## config.mk

```make
export PLATFORM = sky130hd
export DESIGN_NAME = acia_rx_fifo_flat
export DESIGN_NICKNAME = d
export VERILOG_FILES = /design/src/rtl/acia_pkg.sv /design/src/rtl/acia_rx_fifo_if.sv /design/src/rtl/acia_rx_fifo.sv /design/src/flat_wrapper.sv
export SDC_FILE = /design/constraint.sdc
export NUM_CORES = 1
export LEC_CHECK = 0
export ABC_CLOCK_PERIOD_IN_PS = 7100
export CORE_AREA = 2 2 112 135
export CTS_BUF_LIST = sky130_fd_sc_hd__clkbuf_8
export DETAILED_ROUTE_END_ITERATION = 6
export DIE_AREA = 0 0 114 137
export PLACE_DENSITY = 0.71
export SYNTH_ARGS = -nofsm -noshare
export SYNTH_HDL_FRONTEND = slang
export SYNTH_SLANG_ARGS = --single-unit
```

## constraint.sdc

```tcl
create_clock -name clk -period 7.1 [get_ports clk]
set_input_delay 0.71 -clock clk [delete_from_list [all_inputs] [get_ports clk]]
set_output_delay 0.71 -clock clk [all_outputs]
set_load 0.005 [all_outputs]
```

## src/rtl/acia_pkg.sv

```systemverilog
// Shared ACIA constants: serial timing and receive FIFO defaults.
package acia_pkg;

  localparam int CLK_FREQ = 24_000_000;
  localparam int SYM_RATE = 115_200;
  // Rounded to the nearest whole clock count per symbol.
  localparam int SYM_CNT  = (CLK_FREQ + SYM_RATE / 2) / SYM_RATE;

  localparam int RXF_DEPTH  = 16;
  localparam int RXF_THRESH = 8;

  typedef struct packed {
    logic       err;
    logic [7:0] dat;
  } rxf_entry_t;

  function automatic int rxf_cnt_w(input int depth);
    return $clog2(depth) + 1;
  endfunction

endpackage

```

## src/rtl/acia_rx_fifo_if.sv

```systemverilog
// Receive FIFO bus: receiver-side push, CPU-side pop and status.
interface acia_rx_fifo_if
  import acia_pkg::*;
#(
    parameter int DEPTH = RXF_DEPTH
);
    localparam int CW = rxf_cnt_w(DEPTH);

    // Strobes are one-cycle events, not valid/ready pairs: wr_stb pushes unless
    // full with no pop that cycle; rd_stb pops unless empty; no back-pressure.
    logic          flush;
    logic [7:0]    wr_dat;
    logic          wr_err;
    logic          wr_stb;
    logic          rd_stb;
    logic          ovr_clr;
    logic [7:0]    rd_dat;
    logic          rd_err;
    logic          empty;
    logic          full;
    logic [CW-1:0] count;
    logic          ovr;
    logic          lvl_irq;

    modport master (
        output flush, wr_dat, wr_err, wr_stb, rd_stb, ovr_clr,
        input  rd_dat, rd_err, empty, full, count, ovr, lvl_irq
    );

    modport slave (
        input  flush, wr_dat, wr_err, wr_stb, rd_stb, ovr_clr,
        output rd_dat, rd_err, empty, full, count, ovr, lvl_irq
    );

endinterface

```

## src/rtl/acia_rx_fifo.sv

```systemverilog
// ACIA receive FIFO: first-word-fall-through circular buffer of {err, byte}
// entries with sticky overrun and fill-level interrupt.
module acia_rx_fifo
  import acia_pkg::*;
#(
    parameter int DEPTH  = RXF_DEPTH,
    parameter int THRESH = RXF_THRESH
) (
    input  logic           clk,
    input  logic           rst,
    acia_rx_fifo_if.slave  bus
);

    localparam int AW = $clog2(DEPTH);
    localparam int CW = AW + 1;

    rxf_entry_t    mem [DEPTH];
    logic [AW-1:0] wr_ptr;
    logic [AW-1:0] rd_ptr;
    logic [CW-1:0] cnt;
    logic          ovr_q;
    rxf_entry_t    hold_q;
    rxf_entry_t    head;

    logic empty_w;
    logic full_w;
    logic do_push;
    logic do_pop;
    logic overrun;

    // A pop frees the slot in the same cycle, so a full FIFO still accepts a
    // push when rd_stb is high; flush drops any concurrent push or pop.
    always_comb begin
        empty_w = (cnt == '0);
        full_w  = (cnt == CW'(DEPTH));
        do_pop  = !bus.flush && bus.rd_stb && !empty_w;
        do_push = !bus.flush && bus.wr_stb && (!full_w || do_pop);
        overrun = bus.wr_stb && full_w && !bus.rd_stb;
    end

    always_ff @(posedge clk) begin
        if (rst) begin
            wr_ptr <= '0;
            rd_ptr <= '0;
            cnt    <= '0;
            ovr_q  <= 1'b0;
        end else if (bus.flush) begin
            wr_ptr <= '0;
            rd_ptr <= '0;
            cnt    <= '0;
            ovr_q  <= 1'b0;
        end else begin
            if (do_push) wr_ptr <= wr_ptr + AW'(1);
            if (do_pop)  rd_ptr <= rd_ptr + AW'(1);
            case ({do_push, do_pop})
                2'b10:   cnt <= cnt + CW'(1);
                2'b01:   cnt <= cnt - CW'(1);
                default: cnt <= cnt;
            endcase
            // A new overrun wins over a clear in the same cycle.
            if (overrun)          ovr_q <= 1'b1;
            else if (bus.ovr_clr) ovr_q <= 1'b0;
        end
    end

    // Storage carries no reset so it maps onto distributed registers.
    always_ff @(posedge clk) begin
        if (do_push) mem[wr_ptr] <= '{err: bus.wr_err, dat: bus.wr_dat};
    end

    // Tracks the current head so the outputs keep their last value once empty.
    always_ff @(posedge clk) begin
        if (rst)           hold_q <= '0;
        else if (!empty_w) hold_q <= mem[rd_ptr];
    end

    always_comb begin
        head = empty_w ? hold_q : mem[rd_ptr];
    end

    assign bus.rd_dat  = head.dat;
    assign bus.rd_err  = head.err;
    assign bus.empty   = empty_w;
    assign bus.full    = full_w;
    assign bus.count   = cnt;
    assign bus.ovr     = ovr_q;
    assign bus.lvl_irq = (cnt >= CW'(THRESH));

endmodule

```

## src/flat_wrapper.sv

```systemverilog
// flat-port wrapper written by rule: the top's interface ports become plain ports
module acia_rx_fifo_flat import acia_pkg::*;
#(
    parameter int DEPTH  = RXF_DEPTH,
    parameter int THRESH = RXF_THRESH
)
  (clk, rst, bus_flush, bus_wr_dat, bus_wr_err, bus_wr_stb, bus_rd_stb, bus_ovr_clr, bus_rd_dat, bus_rd_err, bus_empty, bus_full, bus_count, bus_ovr, bus_lvl_irq);
  acia_rx_fifo_if #(.DEPTH(DEPTH)) bus_i ();
  input  logic clk;
  input  logic rst;
  input wire logic [$bits(bus_i.flush)-1:0] bus_flush;
  input wire logic [$bits(bus_i.wr_dat)-1:0] bus_wr_dat;
  input wire logic [$bits(bus_i.wr_err)-1:0] bus_wr_err;
  input wire logic [$bits(bus_i.wr_stb)-1:0] bus_wr_stb;
  input wire logic [$bits(bus_i.rd_stb)-1:0] bus_rd_stb;
  input wire logic [$bits(bus_i.ovr_clr)-1:0] bus_ovr_clr;
  output wire logic [$bits(bus_i.rd_dat)-1:0] bus_rd_dat;
  output wire logic [$bits(bus_i.rd_err)-1:0] bus_rd_err;
  output wire logic [$bits(bus_i.empty)-1:0] bus_empty;
  output wire logic [$bits(bus_i.full)-1:0] bus_full;
  output wire logic [$bits(bus_i.count)-1:0] bus_count;
  output wire logic [$bits(bus_i.ovr)-1:0] bus_ovr;
  output wire logic [$bits(bus_i.lvl_irq)-1:0] bus_lvl_irq;
  assign bus_i.flush = bus_flush;
  assign bus_i.wr_dat = bus_wr_dat;
  assign bus_i.wr_err = bus_wr_err;
  assign bus_i.wr_stb = bus_wr_stb;
  assign bus_i.rd_stb = bus_rd_stb;
  assign bus_i.ovr_clr = bus_ovr_clr;
  assign bus_rd_dat = bus_i.rd_dat;
  assign bus_rd_err = bus_i.rd_err;
  assign bus_empty = bus_i.empty;
  assign bus_full = bus_i.full;
  assign bus_count = bus_i.count;
  assign bus_ovr = bus_i.ovr;
  assign bus_lvl_irq = bus_i.lvl_irq;
  acia_rx_fifo #(.DEPTH(DEPTH), .THRESH(THRESH)) u_core (.clk(clk), .rst(rst), .bus(bus_i));
endmodule
```

==> metrics.log <==
INFO  metric via_count = 3852
INFO  metric cap_viol_max_count = 0
INFO  metric report.final.slew_viol_count = 0
INFO  metric synth_cells = 428
INFO  metric initial_utilization = 0.492
INFO  metric antenna_found_initial = 0
INFO  metric final_period_minus_worst_setup_slack = 3.96 ns
INFO  metric cts_made_buffers = 17
INFO  metric gp_routability_congestion = 0.842
INFO  metric overflow = 0
INFO  metric p_leak = 2.49 nW
INFO  metric clk_root_buffer_cell = clkbuf_8
INFO  metric postCtsResizedCells = 0
INFO  metric area_of_the_die = 15600 um2
INFO  metric critical_path.cell_chain = nor2_1 -> a221oi_1 -> a22oi_1 -> a21oi_1 -> clkdlybuf4s50_1
INFO  metric share_of_flip_flops_with_an_asynchronous_set_or_reset_after_synthesis = 0
INFO  metric end_kind = primary output
INFO  metric die_y = 137 um
INFO  metric wl = 14200 um
INFO  metric design.portCount = 33
INFO  metric synth-edff-count = 144
INFO  metric largest_stage_delay_worst_path = 1.03 ns
INFO  metric drt_first_iter_violations = 400
INFO  metric grt_first_pass_wirelength = 21800 um
INFO  metric fin_hold_ws = 0.488 ns
INFO  metric grt_start_max_net_pins = 39
INFO  metric core_area = 14300 um2
INFO  metric routed_wire_length_per_instance = 22.0 um
INFO  metric syn_to_final_growth = 13.1%
INFO  metric timing.slew.headroom = 0.300
INFO  metric die_x = 114 um
INFO  metric insertion_delay = 0.45 ns
INFO  metric drt-vias-per-instance = 5.95
INFO  metric cp_slowest_cell = dfxtp_2
INFO  metric nNetsFinal = 483
INFO  metric setup_viol_count_final = 0
INFO  metric core.rowCount = 48
INFO  metric dp.final_hpwl = 9460 um
INFO  metric synth_ff_type = edfxtp_1
INFO  metric tritoncts = yes
INFO  metric finalHoldViolCount = 0
INFO  metric hold_class = reg -> reg
INFO  metric power.ir.vdd_worst = 0.120 mV
INFO  metric start_kind = flip-flop
INFO  metric dr.pass1.iters = 5
INFO  metric layout-drive-gt1-share = 0.119
INFO  metric netlist_area_before_placement = 7030 um2
INFO  metric cts.clk_slew.worst_paths = 0.09 ns
INFO  metric critPathKind = reg -> out
INFO  metric grt.total_usage = 0.193
INFO  metric vias_in_the_first_global_route = 3799
INFO  metric peak_freq = 0.252 GHz
INFO  metric antenna_diode_count = 0
INFO  metric postRouteAntennaNets = 0
INFO  metric synth-seq-area-share = 0.692
INFO  metric cp_max_fo = 38
INFO  metric clock_tree.htree_level_count = 4
INFO  metric avgSynthCellArea = 16.4 um2
INFO  metric cp.required = 6.39 ns
INFO  metric cts_max_path_buffers = 2
INFO  metric synth.lib_cells_used.distinct = 45
INFO  metric outcome = complete, no violations
INFO  metric worst_ep_arrival_time = 3.25 ns
INFO  metric timing.setup.tns = 0 ns
INFO  metric final_util = 0.556
INFO  metric cts.sink_count = 171
INFO  metric p_per_area = 245 nW/um2
INFO  metric cts_setup_buffers = 0
INFO  metric finalCritPeriodShare = 0.558
INFO  metric port_buffers = 32
INFO  metric yosysWarningCount = 0
INFO  metric skew = 0.0112 ns
INFO  metric worst_slew_pin_slew = 1.05 ns
INFO  metric cts_hold_repair.buffers = 0
INFO  metric drc = 0
INFO  metric setup_repair_after_global_routing_missed_its_margin = false
INFO  metric synth-seq-cells = 171
INFO  metric synth.net_count = 452
[synthesized netlist by cell type (3+ instances only)]
library cell,n,area share
a221oi_1,9,0.011
nor3_1,8,0.0057
clkbuf_1,11,0.0059
ha_1,8,0.014
nand2_1,8,0.0043
a21o_1,6,0.0064
a21oi_1,17,0.012
nor2_1,30,0.016
mux2i_1,39,0.056
edfxtp_1,144,0.62
mux4_2,4,0.013
a22oi_1,17,0.018
xnor2_1,4,0.0050
o21ai_0,3,0.0021
inv_1,6,0.0032
mux4_1,14,0.052
buf_4,4,0.0043
mux2_2,9,0.014
buf_2,3,0.0021
nand2b_1,3,0.0027
nand3_1,8,0.0057
a211oi_1,12,0.013
buf_6,3,0.0048
dfxtp_1,27,0.077
buf_1,3,0.0016
nand4_1,3,0.0027
[logic make-up after synthesis]
kind of cell,count (synthesis),share of synthesized area
muxes,66,0.135
and+or+nand+nor,74,0.0518
AOI/OAI and AO/OA,71,0.0739
DFF,171,0.692
adders and majority gates,9,0.0171
buffers and inverters,31,0.0224
xor gates and xnor gates,6,0.00748
[layout by cell type, fill, tap and decap left out, types with 3 or more instances in the layout]
cell type,count
a211oi_1,12
a21o_1,6
a21oi_1,17
a221oi_1,9
a22oi_1,17
buf_4,4
bufinv_16,5
clkbuf_8,20
clkdlybuf4s50_1,32
dfxtp_1,26
edfxtp_1,144
ha_1,8
inv_1,8
mux2_2,9
mux2i_1,39
mux4_1,14
mux4_2,4
nand2_1,8
nand2b_1,3
nand3_1,8
nand4_1,3
nor2_1,30
nor3_1,6
o21ai_0,3
xnor2_1,4
[worst max-delay path, delay by kind of cell, from the launching register on]
family / cells / cell delay, ns
and+or+nand+nor: 1 / 0.38
AOI/OAI and AO/OA: 3 / 0.82
buffers and inverters: 1 / 0.55
DFF: 1 / 1.03
[worst paths after layout]
check	depth (start not counted)	from	slack, ns	end
worst min register to register	2	u_core.bus.ovr	0.49	u_core.bus.ovr
worst max register to register	8	u_core.bus.count[1]	3.97	u_core.bus.count[4]
worst min-delay path	2	u_core.bus.ovr	0.49	u_core.bus.ovr
worst max-delay path	5	flip-flop	3.14	bus_rd_dat[1]
[sequential cells by signal, indices dropped and copies added, names as in the netlist, named ones only]
signal            count
u_core.rd_ptr         4
u_core.bus.count      5
u_core.bus.ovr        1
u_core.hold_q         9
u_core.wr_ptr         4
u_core.mem          144
[through the flow]
step                std cells  area [um2]  total power [mW]  worst slack, ns
global placement          615        7480              1.19             3.71
floorplan                 428        7030              1.15             4.47
CTS                       647        7950              1.95             3.08
detailed placement        615        7480              1.19             3.56
global route              647        7950              2.00             2.91
finish                    647        7950              1.94             3.14
[layout make-up]
class                      instances  area [um2]
sequential                       171        4870
clock buffer                      20         275
tap                              175         219
timing repair buffer              36         350
inverter                           7        26.3
fill                            1105        6350
multi-input combinational        226        2020
clock inverter                    12         195
[where the power goes]
part	total [mW]	switching (mW)	internal, mW
Combinational	0.0728	0.0426	0.0302
Sequential	1.10	0.00269	1.09
Clock	0.775	0.331	0.445
Total	1.94	0.376	1.57
[metal layers]
layer | vias to the layer above | GRT usage | wire (um)
li1 | 1759 | - | -
met1 | 1932 | 0.255 | 5860
met2 | 139 | 0.317 | 7250
met3 | 22 | 0.0376 | 808
met4 | 0 | 0.0752 | 289
met5 | - | 0 | 0
(Power assumes the default switching activity.)
